<file path="src/rtl/ball_pkg.sv">
// Shared constants, pair lookup tables and types for the ball collision detector.
package ball_pkg;

    localparam int unsigned NUM_BALLS    = 5;
    localparam int unsigned NUM_PAIRS    = 10;
    localparam int unsigned COORD_W      = 32;
    localparam int unsigned COORD_DIFF_W = 12;
    localparam int unsigned PAIR_IDX_W   = 4;
    localparam int unsigned BALL_IDX_W   = 3;

    typedef logic [BALL_IDX_W-1:0]          ballIdx_t;
    typedef logic [PAIR_IDX_W-1:0]          pairIdx_t;
    typedef logic signed [COORD_W-1:0]      coord_t;
    typedef logic signed [COORD_DIFF_W-1:0] coordDiff_t;

    typedef enum logic [2:0] {IDLE, SNAP, CALC, DRAIN, DONE} colDetState_t;

    // Scan order: (0,1) (0,2) (0,3) (0,4) (1,2) (1,3) (1,4) (2,3) (2,4) (3,4)
    localparam ballIdx_t PAIR_I [NUM_PAIRS] = '{3'd0, 3'd0, 3'd0, 3'd0, 3'd1,
                                                3'd1, 3'd1, 3'd2, 3'd2, 3'd3};
    localparam ballIdx_t PAIR_J [NUM_PAIRS] = '{3'd1, 3'd2, 3'd3, 3'd4, 3'd2,
                                                3'd3, 3'd4, 3'd3, 3'd4, 3'd4};

    // 32-bit signed difference clamped to +/-sat, narrowed to the pipeline width.
    function automatic coordDiff_t satDiff(input coord_t a, input coord_t b,
                                           input int unsigned sat);
        coord_t     d;
        coord_t     lim;
        coordDiff_t r;
        d   = a - b;
        lim = $signed(32'(sat));
        if (d > lim)
            r = coordDiff_t'(lim);
        else if (d < -lim)
            r = coordDiff_t'(-lim);
        else
            r = coordDiff_t'(d);
        return r;
    endfunction

endpackage

</file>
<file path="src/rtl/pair_dist_sq.sv">
// Two-stage pipeline: saturated coordinate differences, then squared distance vs threshold.
// COL_APPROACH_ONLY_EN adds a relative-velocity dot product so only approaching pairs hit.
module pair_dist_sq
    import ball_pkg::*;
#(
    parameter int unsigned BALL_DIAMETER = 32,
    parameter int unsigned COORD_SAT     = 2047
) (
    input  logic       clk,
    input  logic       resetN,
    input  logic       issueValid,
    input  pairIdx_t   issueTag,
    input  logic       pairActive,
    input  coord_t     xI,
    input  coord_t     xJ,
    input  coord_t     yI,
    input  coord_t     yJ,
`ifdef COL_APPROACH_ONLY_EN
    input  coord_t     vxI,
    input  coord_t     vxJ,
    input  coord_t     vyI,
    input  coord_t     vyJ,
`endif
    output logic       hitValid_c,
    output pairIdx_t   hitTag_c,
    output logic       hit_c
);

    localparam int unsigned SQ_W  = 2 * COORD_DIFF_W;
    localparam int unsigned D2_W  = 2 * COORD_DIFF_W - 1;
    localparam logic [D2_W-1:0] THRESH = D2_W'(BALL_DIAMETER * BALL_DIAMETER);

    logic       validA;
    pairIdx_t   tagA;
    logic       activeA;
    coordDiff_t dxA;
    coordDiff_t dyA;

    logic signed [SQ_W-1:0] dxSq_c;
    logic signed [SQ_W-1:0] dySq_c;
    logic [D2_W-1:0]        d2_c;
    logic                   approach_c;

`ifdef COL_APPROACH_ONLY_EN
    localparam int unsigned DOT_W = 2 * COORD_DIFF_W + 1;
    coordDiff_t             dvxA;
    coordDiff_t             dvyA;
    logic signed [DOT_W-1:0] dot_c;
`endif

    // Stage A: register the saturated differences with their pair tag.
    always_ff @(posedge clk) begin
        if (resetN) begin
            validA  <= 1'b0;
            tagA    <= '0;
            activeA <= 1'b0;
            dxA     <= '0;
            dyA     <= '0;
`ifdef COL_APPROACH_ONLY_EN
            dvxA    <= '0;
            dvyA    <= '0;
`endif
        end else begin
            validA <= issueValid;
            if (issueValid) begin
                tagA    <= issueTag;
                activeA <= pairActive;
                dxA     <= satDiff(xI, xJ, COORD_SAT);
                dyA     <= satDiff(yI, yJ, COORD_SAT);
`ifdef COL_APPROACH_ONLY_EN
                dvxA    <= satDiff(vxI, vxJ, COORD_SAT);
                dvyA    <= satDiff(vyI, vyJ, COORD_SAT);
`endif
            end
        end
    end

    // Stage B: squared distance and hit decision; the caller's shadow bit is the stage register.
    always_comb begin
        dxSq_c = SQ_W'(dxA) * SQ_W'(dxA);
        dySq_c = SQ_W'(dyA) * SQ_W'(dyA);
        d2_c   = D2_W'(dxSq_c) + D2_W'(dySq_c);
`ifdef COL_APPROACH_ONLY_EN
        dot_c      = DOT_W'(dxA) * DOT_W'(dvxA) + DOT_W'(dyA) * DOT_W'(dvyA);
        approach_c = dot_c[DOT_W-1];
`else
        approach_c = 1'b1;
`endif
        hitValid_c = validA;
        hitTag_c   = tagA;
        hit_c      = validA && activeA && (d2_c < THRESH) && approach_c;
    end

endmodule

</file>
<file path="src/rtl/ball_collision_detect.sv">
// Per-frame pairwise overlap scan of 5 balls; publishes col01..col34 levels with a colValid pulse.
// COL_APPROACH_ONLY_EN restricts hits to pairs whose relative velocity closes the gap.
module ball_collision_detect
    import ball_pkg::*;
#(
    parameter int unsigned BALL_DIAMETER = 32,
    parameter int unsigned COORD_SAT     = 2047
) (
    input  logic                 clk,
    input  logic                 resetN,
    input  logic                 startOfFrame,
    input  logic [NUM_BALLS-1:0] ballActive,
    input  logic signed [31:0]   topLeftX0,
    input  logic signed [31:0]   topLeftX1,
    input  logic signed [31:0]   topLeftX2,
    input  logic signed [31:0]   topLeftX3,
    input  logic signed [31:0]   topLeftX4,
    input  logic signed [31:0]   topLeftY0,
    input  logic signed [31:0]   topLeftY1,
    input  logic signed [31:0]   topLeftY2,
    input  logic signed [31:0]   topLeftY3,
    input  logic signed [31:0]   topLeftY4,
    input  logic signed [31:0]   xSpeed0,
    input  logic signed [31:0]   xSpeed1,
    input  logic signed [31:0]   xSpeed2,
    input  logic signed [31:0]   xSpeed3,
    input  logic signed [31:0]   xSpeed4,
    input  logic signed [31:0]   ySpeed0,
    input  logic signed [31:0]   ySpeed1,
    input  logic signed [31:0]   ySpeed2,
    input  logic signed [31:0]   ySpeed3,
    input  logic signed [31:0]   ySpeed4,
    output logic                 col01,
    output logic                 col02,
    output logic                 col03,
    output logic                 col04,
    output logic                 col12,
    output logic                 col13,
    output logic                 col14,
    output logic                 col23,
    output logic                 col24,
    output logic                 col34,
    output logic                 colValid,
    output logic                 busy
);

    colDetState_t         state;
    colDetState_t         stateNext;
    logic                 sofQ;
    pairIdx_t             pairIdx;
    logic [NUM_PAIRS-1:0] shadow;
    logic [NUM_PAIRS-1:0] colVec;

    logic snap_c;
    logic issue_c;
    logic publish_c;
    logic busyNext_c;

    coord_t               snapX [NUM_BALLS];
    coord_t               snapY [NUM_BALLS];
    logic [NUM_BALLS-1:0] snapActive;

    ballIdx_t idxI_c;
    ballIdx_t idxJ_c;
    logic     pairActive_c;
    logic     hitValid_c;
    pairIdx_t hitTag_c;
    logic     hit_c;

    // State register.
    always_ff @(posedge clk) begin
        if (resetN)
            state <= IDLE;
        else
            state <= stateNext;
    end

    // Next state; a frame strobe in any non-idle state restarts the scan.
    always_comb begin
        stateNext = state;
        unique case (state)
            IDLE:    if (sofQ) stateNext = SNAP;
            SNAP:    stateNext = CALC;
            CALC:    if (pairIdx == pairIdx_t'(NUM_PAIRS - 1)) stateNext = DRAIN;
            DRAIN:   stateNext = DONE;
            DONE:    stateNext = IDLE;
            default: stateNext = IDLE;
        endcase
        if (sofQ && (state != IDLE))
            stateNext = SNAP;
    end

    // Control decode.
    always_comb begin
        snap_c     = (state == SNAP);
        issue_c    = (state == CALC);
        publish_c  = (state == DONE) && !sofQ;
        busyNext_c = (stateNext != IDLE);
    end

    // Frame strobe, pair counter, shadow and published outputs.
    always_ff @(posedge clk) begin
        if (resetN) begin
            sofQ     <= 1'b0;
            busy     <= 1'b0;
            colValid <= 1'b0;
            colVec   <= '0;
            shadow   <= '0;
            pairIdx  <= '0;
        end else begin
            sofQ     <= startOfFrame;
            busy     <= busyNext_c;
            colValid <= publish_c;
            if (publish_c)
                colVec <= shadow;
            if (snap_c) begin
                shadow  <= '0;
                pairIdx <= '0;
            end else begin
                if (issue_c && (pairIdx != pairIdx_t'(NUM_PAIRS - 1)))
                    pairIdx <= pairIdx + pairIdx_t'(1);
                if (hitValid_c)
                    shadow[hitTag_c] <= hit_c;
            end
        end
    end

    // Frame snapshot of positions and activity.
    always_ff @(posedge clk) begin
        if (resetN) begin
            snapX      <= '{default: '0};
            snapY      <= '{default: '0};
            snapActive <= '0;
        end else if (snap_c) begin
            snapX      <= '{topLeftX0, topLeftX1, topLeftX2, topLeftX3, topLeftX4};
            snapY      <= '{topLeftY0, topLeftY1, topLeftY2, topLeftY3, topLeftY4};
            snapActive <= ballActive;
        end
    end

    always_comb begin
        idxI_c       = PAIR_I[pairIdx];
        idxJ_c       = PAIR_J[pairIdx];
        pairActive_c = snapActive[idxI_c] & snapActive[idxJ_c];
    end

`ifdef COL_APPROACH_ONLY_EN
    coord_t snapVx [NUM_BALLS];
    coord_t snapVy [NUM_BALLS];

    always_ff @(posedge clk) begin
        if (resetN) begin
            snapVx <= '{default: '0};
            snapVy <= '{default: '0};
        end else if (snap_c) begin
            snapVx <= '{xSpeed0, xSpeed1, xSpeed2, xSpeed3, xSpeed4};
            snapVy <= '{ySpeed0, ySpeed1, ySpeed2, ySpeed3, ySpeed4};
        end
    end
`else
    logic unusedSpeeds;
    assign unusedSpeeds = ^{xSpeed0, xSpeed1, xSpeed2, xSpeed3, xSpeed4,
                            ySpeed0, ySpeed1, ySpeed2, ySpeed3, ySpeed4};
`endif

    pair_dist_sq #(
        .BALL_DIAMETER (BALL_DIAMETER),
        .COORD_SAT     (COORD_SAT)
    ) uPairDist (
        .clk        (clk),
        .resetN     (resetN),
        .issueValid (issue_c),
        .issueTag   (pairIdx),
        .pairActive (pairActive_c),
        .xI         (snapX[idxI_c]),
        .xJ         (snapX[idxJ_c]),
        .yI         (snapY[idxI_c]),
        .yJ         (snapY[idxJ_c]),
`ifdef COL_APPROACH_ONLY_EN
        .vxI        (snapVx[idxI_c]),
        .vxJ        (snapVx[idxJ_c]),
        .vyI        (snapVy[idxI_c]),
        .vyJ        (snapVy[idxJ_c]),
`endif
        .hitValid_c (hitValid_c),
        .hitTag_c   (hitTag_c),
        .hit_c      (hit_c)
    );

    assign col01 = colVec[0];
    assign col02 = colVec[1];
    assign col03 = colVec[2];
    assign col04 = colVec[3];
    assign col12 = colVec[4];
    assign col13 = colVec[5];
    assign col14 = colVec[6];
    assign col23 = colVec[7];
    assign col24 = colVec[8];
    assign col34 = colVec[9];

endmodule

</file>
<file path="config.mk">
export PLATFORM = sky130hd
export DESIGN_NAME = ball_collision_detect
export DESIGN_NICKNAME = d
export VERILOG_FILES = /design/src/rtl/ball_pkg.sv /design/src/rtl/pair_dist_sq.sv /design/src/rtl/ball_collision_detect.sv
export SDC_FILE = /design/constraint.sdc
export NUM_CORES = 2
export LEC_CHECK = 0
export CORE_MARGIN = 2
export CORE_UTILIZATION = 45
export CTS_BUF_LIST = sky130_fd_sc_hd__clkbuf_4 sky130_fd_sc_hd__clkbuf_8
export DETAILED_ROUTE_END_ITERATION = 16
export DONT_BUFFER_PORTS = 1
export GPL_ROUTABILITY_DRIVEN = 0
export PLACE_DENSITY = 0.71
export REMOVE_ABC_BUFFERS = 1
export SYNTH_ARGS = -nofsm -noshare
export SYNTH_HDL_FRONTEND = slang
export SYNTH_HIERARCHICAL = 1
export SYNTH_SLANG_ARGS = --single-unit
export TNS_END_PERCENT = 20
</file>
<file path="constraint.sdc">
create_clock -name clk -period 10 [get_ports clk]
set_input_delay 0.5 -clock clk [delete_from_list [all_inputs] [get_ports clk]]
set_output_delay 0.5 -clock clk [all_outputs]
set_load 0.03 [all_outputs]
</file>
* Yosys cells after proc, flatten, opt, wreduce, memory -nomap -nowiden
Memory sizes are Yosys's and may differ from the RTL's.
Index checks and enable logic that the tools add are counted.
Widths: inputs -> output; s select.
** Word-level totals
- Register bits :: 385
- ROM bits :: 96
- Input port bits :: 648
- Output and inout bits :: 12
- Logic and storage cells :: 95
- Memories kept :: 2
** Memories
- (name not given) :: depth 16, width 3, read ports 1, clocked after memory_dff 0, wr ports 0, RTL line ball_collision_detect.sv:143 : idxJ_c = PAIR_J[pairIdx];
- (name not given) :: depth 16, width 3, read ports 1, clocked after memory_dff 0, wr ports 0, RTL line ball_collision_detect.sv:142 : idxI_c = PAIR_I[pairIdx];
** Cells by class
- Add/sub/neg operators :: 4
- Multiply operators :: 2
- Magnitude comparators :: 12
- Equal/unequal tests :: 6
- Mux-type cells :: 31
- Bitwise operators :: 4
- Reduce and logical (&&, ||, !) cells :: 11
** Operators by type and width (number)
- $bmux 32 s3 :: 4
- $mux 32 :: 8
- $gt 32x12->1 const B :: 2
- $lt 32x12->1 const B :: 2
- $sub 32x32->32 :: 2
- $mux 12 :: 4
- $mul 12x12->23 :: 2
- $add 23x23->23 :: 1
- $lt 23x11->1 const B :: 1
- $mux 3 :: 7
- $pmux 3 s4 :: 1
- $bwmux 10 :: 1
- $ge 4x4->1 const B :: 2
- $lt 3x4->1 const B :: 2
- $not 3->4 :: 2
- $bmux 1 s3 :: 2
- $eq 3x2->1 const B :: 2
- $logic_and 1x1->1 :: 6
- $reduce_bool 3->1 :: 2
- $ge 5x5->1 const B :: 1
- $lt 4x5->1 const B :: 1
- $not 4->5 :: 1
- $add 4x1->4 const B :: 1
- $demux 1 s4 :: 1
- other kinds (10) :: 12

* Longest topological paths before layout
- Depth after elaboration :: 12
- Gate-level depth with buffers :: 31
- Gate-level depth less buffers :: 29

* Hierarchy
The synthesis kept the hierarchy.
** Modules (own cells, without submodules)
- ball_collision_detect :: times used 1, cells each 2032, area each 16714.8 sq um, sequential area each 7106.8 sq um
- pair_dist_sq :: times used 1, cells each 1835, area each 15404.8 sq um, sequential area each 600.6 sq um

* Least setup slack after synthesis
OpenSTA, ideal clock, no wires.
- Path kind :: register -> register
- Start point :: register uPairDist.dxA[8]
- End point :: register shadow[0]
- Library setup time :: 70 ps
- Data arrival time :: 7262 ps
- Required time :: 9930 ps
- Setup slack :: 2668 ps
- Cell stages (with the launch flop) :: 29
- Buffers on the path :: 2
- Period minus slack after synthesis :: 7332 ps
- Cell sequence :: dfxtp_1 -> clkbuf_1 -> inv_1 -> nor2_1 -> inv_1 -> fa_1 -> inv_1 -> fa_1 -> inv_1 -> fa_1 -> inv_1 -> fa_1 -> fa_1 -> fa_1 -> inv_1 -> fa_1 -> inv_1 -> ha_1 -> or4_1 -> a21oi_1 -> nor3_1 -> o41a_1 -> mux2i_1 -> a2111oi_0 -> o2111ai_1 -> a221oi_1 -> buf_1 -> nand3_1 -> a21oi_1
** Between the ends
- Cells in the longest elaborated chain, start to end :: 5
** Ends and longest elaborated chain
- start: declaration :: RTL line pair_dist_sq.sv:36 : coordDiff_t dxA;
- start signal: assignment :: RTL line pair_dist_sq.sv:68 : dxA <= satDiff(xI, xJ, COORD_SAT);
- $mul 12x12->23 :: RTL line pair_dist_sq.sv:80 : dxSq_c = SQ_W'(dxA) * SQ_W'(dxA);
- $add 23x23->23 :: RTL line pair_dist_sq.sv:82 : d2_c = D2_W'(dxSq_c) + D2_W'(dySq_c);
- $lt 23x11->1 :: RTL line pair_dist_sq.sv:91 : hit_c = validA && activeA && (d2_c < THRESH) && approach_c;
- $logic_and 1x1->1 :: RTL line pair_dist_sq.sv:91
- net hit_c :: RTL line ball_collision_detect.sv:68 : logic hit_c;
- $bwmux 10 :: RTL line ball_collision_detect.sv:123 : shadow[hitTag_c] <= hit_c;
- end signal: indexed assignment :: RTL line ball_collision_detect.sv:123
- end: declaration :: RTL line ball_collision_detect.sv:51 : logic [NUM_PAIRS-1:0] shadow;
The timed path passes the listed nets, and every way through them passes these cells.
A chain may end at the register's enable or synchronous reset.

* Worst setup path after layout
- Start point :: register uPairDist.dxA[11]
- End point :: register shadow[0]
The elaborated chain is that of the path after synthesis.

==> metrics.md <==
| Metric | Value |
|---|---|
| Netlist Area Pre-Place | `32100 um^2` |
| Power dissipated by switching net loads | `~1500 uW` |
| Post-CTS Repair Setup Buffers | `0` |
| Post-synthesis cell count | `3867` |
| Fraction of registers with async set/reset | `0%` |
| Slowest Stage Delay on Critical Path | `~0.85 ns` |
| Antenna violations before repair | `9` |
| DRC | `0` |
| Max FO, Critical Path | `25` |
| Port-buffer cells | `0` |
| Summed negative setup slack over all endpoints | `0 ns` |
| Storage element area | `between 7000 and 8000 um^2` |
| Result of the run | `finished, final reports clean` |
| Count of nets after finishing | `5108` |
| Clock buffer depth | `3` |
| Multiplexer area fraction after synthesis | `8.05%` |
| Syn. warnings | `6` |
| Power Total | `4510 uW` |
| Type of origin of the critical path | `register` |
| Highest attainable clock frequency | `120 MHz` |
| Area of placed instances | `32500 um^2` |
| Clock insertion delay at the later pin of the skew report | `0.69 ns` |
| Die Wd | `271 um` |
| Most common flop cell mapped by yosys | `dfxtp_1` |
| Largest delay contributor family on the critical path | `adder cells` |
| Number of design-rule violations left by the first detailed-router iteration | `2483` |
| Timing startpoint of the critical path | `uPairDist/dxA[11]$_SDFFE_PP0P_` |
| Sequential share of power | `between 30% and 40%` |
| Sequential area share after synthesis | `24.0%` |
| Number of max-cap violations | `0` |
| Post-synth top area share | `between 20% and 30%` |
| Mean instance size in the synthesized netlist | `approximately 8.3 um^2` |
| Total wire length | `between 90 and 100 mm` |
| Crit share post-route | `83.3%` |
| Utilization after layout | `approximately 53%` |
| Post-DP HPWL | `65.1 mm` |
| Worst hold path class | `in -> reg` |
| Minimum setup slack among reg-to-reg paths | `1.67 ns` |
| FF-to-FF path depth | `23` |
| Top Ports | `660` |
| Number of stages on the worst setup path | `23` |
| Max-slew violations | `0` |
| CP Data Required Time | `10.58 ns` |
| CTS HTree Levels | `3` |
| Relative slew margins | `20.9%` |
| Destination of the worst register-to-register timing path | `shadow[0]$_SDFFE_PP0P_` |
| Combinational share of power | `between 20% and 30%` |
| Number of distinct standard cells referenced by the synthesized netlist | `between 100 and 150` |
| Fraction of layout instances using a drive strength above 1 | `8.30%` |
| Main area contributors after synthesis | `dfxtp_1, fa_1, nand2_1, a21oi_1, ha_1` |
| EDFF count, synth | `0` |
| Portion of total power attributed to the clock network | `36.9%` |
| Number of synthesized register bits | `385` |
| Total routing resource utilization after global routing | `26.6%` |
| Cell taking the most area after synthesis | `dfxtp_1` |
| Number of filler cells placed in the layout | `6271` |
| First-pass GRT wire length | `156 mm` |
| Setup ws final | `approximately 1.7 ns` |
| Setup violations, final | `0` |
| Clock tree from TritonCTS | `done` |
| Post-placement worst setup slack | `about 1.9 ns` |
| Post-synthesis adder-cell area fraction | `22.9%` |
| Highest ir drop seen on vdd | `0.0000957 V` |
| Share of the synthesized netlist area taken by xor and xnor gates | `between 2 and 2.5%` |
| Number of iterations in the first detailed-routing pass | `6` |
| Final period demand of the worst path | `around 8.3 ns` |
| Type of element capturing the critical path | `register` |
| Number of rows in the core area | `97` |
| Largest net degree at the start of global routing | `337` |
| Synthesized-area fraction occupied by ao, oa, aoi and oai cells | `16.9%` |
| TritonCTS buffer count | `68` |
| Highest-delay cell along the critical path | `dfxtp_1` |
| Total number of vias | `28800` |
| Reg-to-reg startpoint | `uPairDist/dxA[11]$_SDFFE_PP0P_` |
| Category of the most critical setup path | `reg -> reg` |
| Clk Tree Root Cell | `clkbuf_8` |
| Final hold violation count | `0` |
| Timing endpoint of the critical path | `shadow[0]$_SDFFE_PP0P_` |
| Area delta synth->final | `16.0%` |
| Crit path cell chain | `and2_1 > fa_1 > fa_1 > inv_1 > fa_1 > fa_1 > fa_1 > inv_1 > fa_1 > fa_1 > ha_1 > o21ai_0 > nand2b_1 > xor2_1 > xnor2_1 > xnor2_1 > nand4_1 > a2111oi_0 > o2111ai_1 > a221oi_1 > buf_4 > nand3_1 > a21oi_1` |
| Slew of the pin with the lowest slew margin | `1.19 ns` |
| Combinational family with the most area after synthesis | `adder cells` |
| Total power divided by cell area | `121 nW/um^2` |
| Final Skew | `0.0433 ns` |
| Area enclosed by the die boundary | `roughly 74000 um^2` |
| Most numerous cell on the critical path | `fa_1` |
| Area fraction in and, or, nand and nor cells after synthesis | `17.3%` |
| Summed area of non-filler cells in the final layout | `37300 um^2` |
| Post-route antenna net violation count | `0` |
| Core region area | `70400 um^2` |
| Gr ovfl total | `0` |
| Switching share of power | `~33%` |
| Setup repair after global routing missed its margin | `no` |
| Clk slew on worst S/H paths | `~0.070 ns` |
| Initial cell density of the core | `a little under half` |
| Average detailed-routed wire length per instance | `between 15 and 20 um` |
| Via count of the first global-routing pass | `29300` |
| Area taken by multi-input logic gates | `21700 um^2` |
| Leakage power | `0.0154 uW` |
| Die span in y | `271 um` |
| Number of sinks on the clock net | `around 390` |
| Crit path arrival time | `8.90 ns` |
| Post-DR vias/cell | `5.73` |
| WP buf/inv | `3` |
| Power Internal | `3030 uW` |
[how the worst min path moves through the flow]
stage	from	endpoint	slack (ns)	cells after the start
global route	ballActive[4]	snapActive[4]$_SDFFE_PP0P_	0.008	2
finish	topLeftY3[26]	snapY[58]$_SDFFE_PP0P_	0.04	2
floorplan	shadow[5]$_SDFFE_PP0P_	colVec[5]$_SDFFE_PP0P_	0.42	2
detailed placement	snapY[19]$_SDFFE_PP0P_	snapY[19]$_SDFFE_PP0P_	0.45	2
CTS	topLeftY3[26]	snapY[58]$_SDFFE_PP0P_	0.0009	2
global placement	snapY[18]$_SDFFE_PP0P_	snapY[18]$_SDFFE_PP0P_	0.44	2
[synthesized netlist by cell type, types with 7 or more instances]
cell       number
nand2_1       816
a21oi_1       481
inv_1         434
dfxtp_1       385
fa_1          271
ha_1          154
clkbuf_1      149
nor2_1        124
o21ai_0       122
nand3_1        93
buf_2          67
and2_1         65
mux4_2         65
a221o_1        64
xnor2_1        53
mux2_4         40
a211oi_1       29
a21o_1         26
mux2_2         25
nor2b_1        25
mux2i_1        24
nor3_1         24
xor2_1         24
nand4_1        18
o211ai_1       17
nand2b_1       16
o21a_1         16
and3_1         12
or4_1          11
a31oi_1        10
buf_6          10
nor4_1         10
buf_1           8
nor3b_1         8
o21bai_1        8
o31ai_1         8
or2_2           8
a21boi_0        7
a31o_2          7
o2111ai_1       7
o32ai_1         7
or3_1           7
[stage by stage]
| step | cells | hold slack (ns) |
|---|---|---|
| after floorplan | 3620 | 0.422 |
| after global placement | 4588 | 0.439 |
| after detailed placement | 4588 | 0.446 |
| after CTS | 5021 | 0.000894 |
| after global routing | 5030 | 0.00831 |
| final | 5033 | 0.0368 |
[area by class of cell]
cell class / count / area share [%]
multi-input combinational: 2801 / 58.3
sequential: 385 / 20.7
timing repair buffer: 345 / 9.34
inverter: 434 / 4.37
clock buffer: 103 / 3.49
tap: 940 / 3.16
clock inverter: 14 / 0.615
antenna: 11 / 0.0739
[power groups by stage]
stage          combinational, uW  clock (uW)  sequential [uW]
2_1_floorplan                804           0             1660
3_3_place_gp                1020           0             1680
3_5_place_dp                1030           0             1680
4_1_cts                     1170        1690             1650
5_1_grt                     1320        1760             1650
6_report                    1190        1670             1650
[metal layers]
| metal | vias to the layer above | share of wire (%) | track usage, % |
|---|---|---|---|
| met1 | 13900 | 40 | 33.4 |
| met5 | - | 0 | 0 |
| met3 | 308 | 6.6 | 4.09 |
| met4 | 0 | 5.0 | 13.3 |
| met2 | 1310 | 48 | 44.6 |
| li1 | 13300 | - | - |
[state kept, by name, summed over array words and instances, names as in the netlist, 5 cells and up]
| signal | cells |
|---|---|
| snapActive | 5 |
| uPairDist/dxA | 12 |
| snapY | 160 |
| uPairDist/dyA | 12 |
| colVec | 10 |
| shadow | 10 |
| snapX | 160 |
[logic make-up after synthesis]
kind of cell             count (synthesis)
multiplexers                           154
buffers and inverters                  681
adder cells (fa/ha/maj)                425
AO/OA/AOI/OAI                          875
XOR/XNOR                                78
flip-flops                             385
AND/OR/NAND/NOR                       1269
[cells in the final DEF, fill, tap and decap left out, types with 24 or more instances in the layout]
cell type / instances
clkbuf_8: 84
fa_1: 271
a211oi_1: 29
ha_1: 154
nor2_1: 122
nand3_1: 92
dfxtp_1: 384
nor2b_1: 25
nor3_1: 24
a221o_1: 64
o21ai_0: 122
and2_1: 64
buf_4: 24
nand2_1: 815
mux2_4: 40
dlygate4sd3_1: 314
a21oi_1: 481
xor2_1: 24
mux4_2: 65
mux2_2: 25
xnor2_1: 52
a21o_1: 26
inv_1: 433
[what timing repair did]
| action | 4_1_cts | 5_1_grt |
|---|---|---|
| endpoints found under the hold margin | 348 | 0 |
| endpoints found under the setup margin | 0 | 0 |
| gates resized for setup | 0 | 0 |
| hold buffers | 316 | 0 |
(Power assumes the default switching activity.)
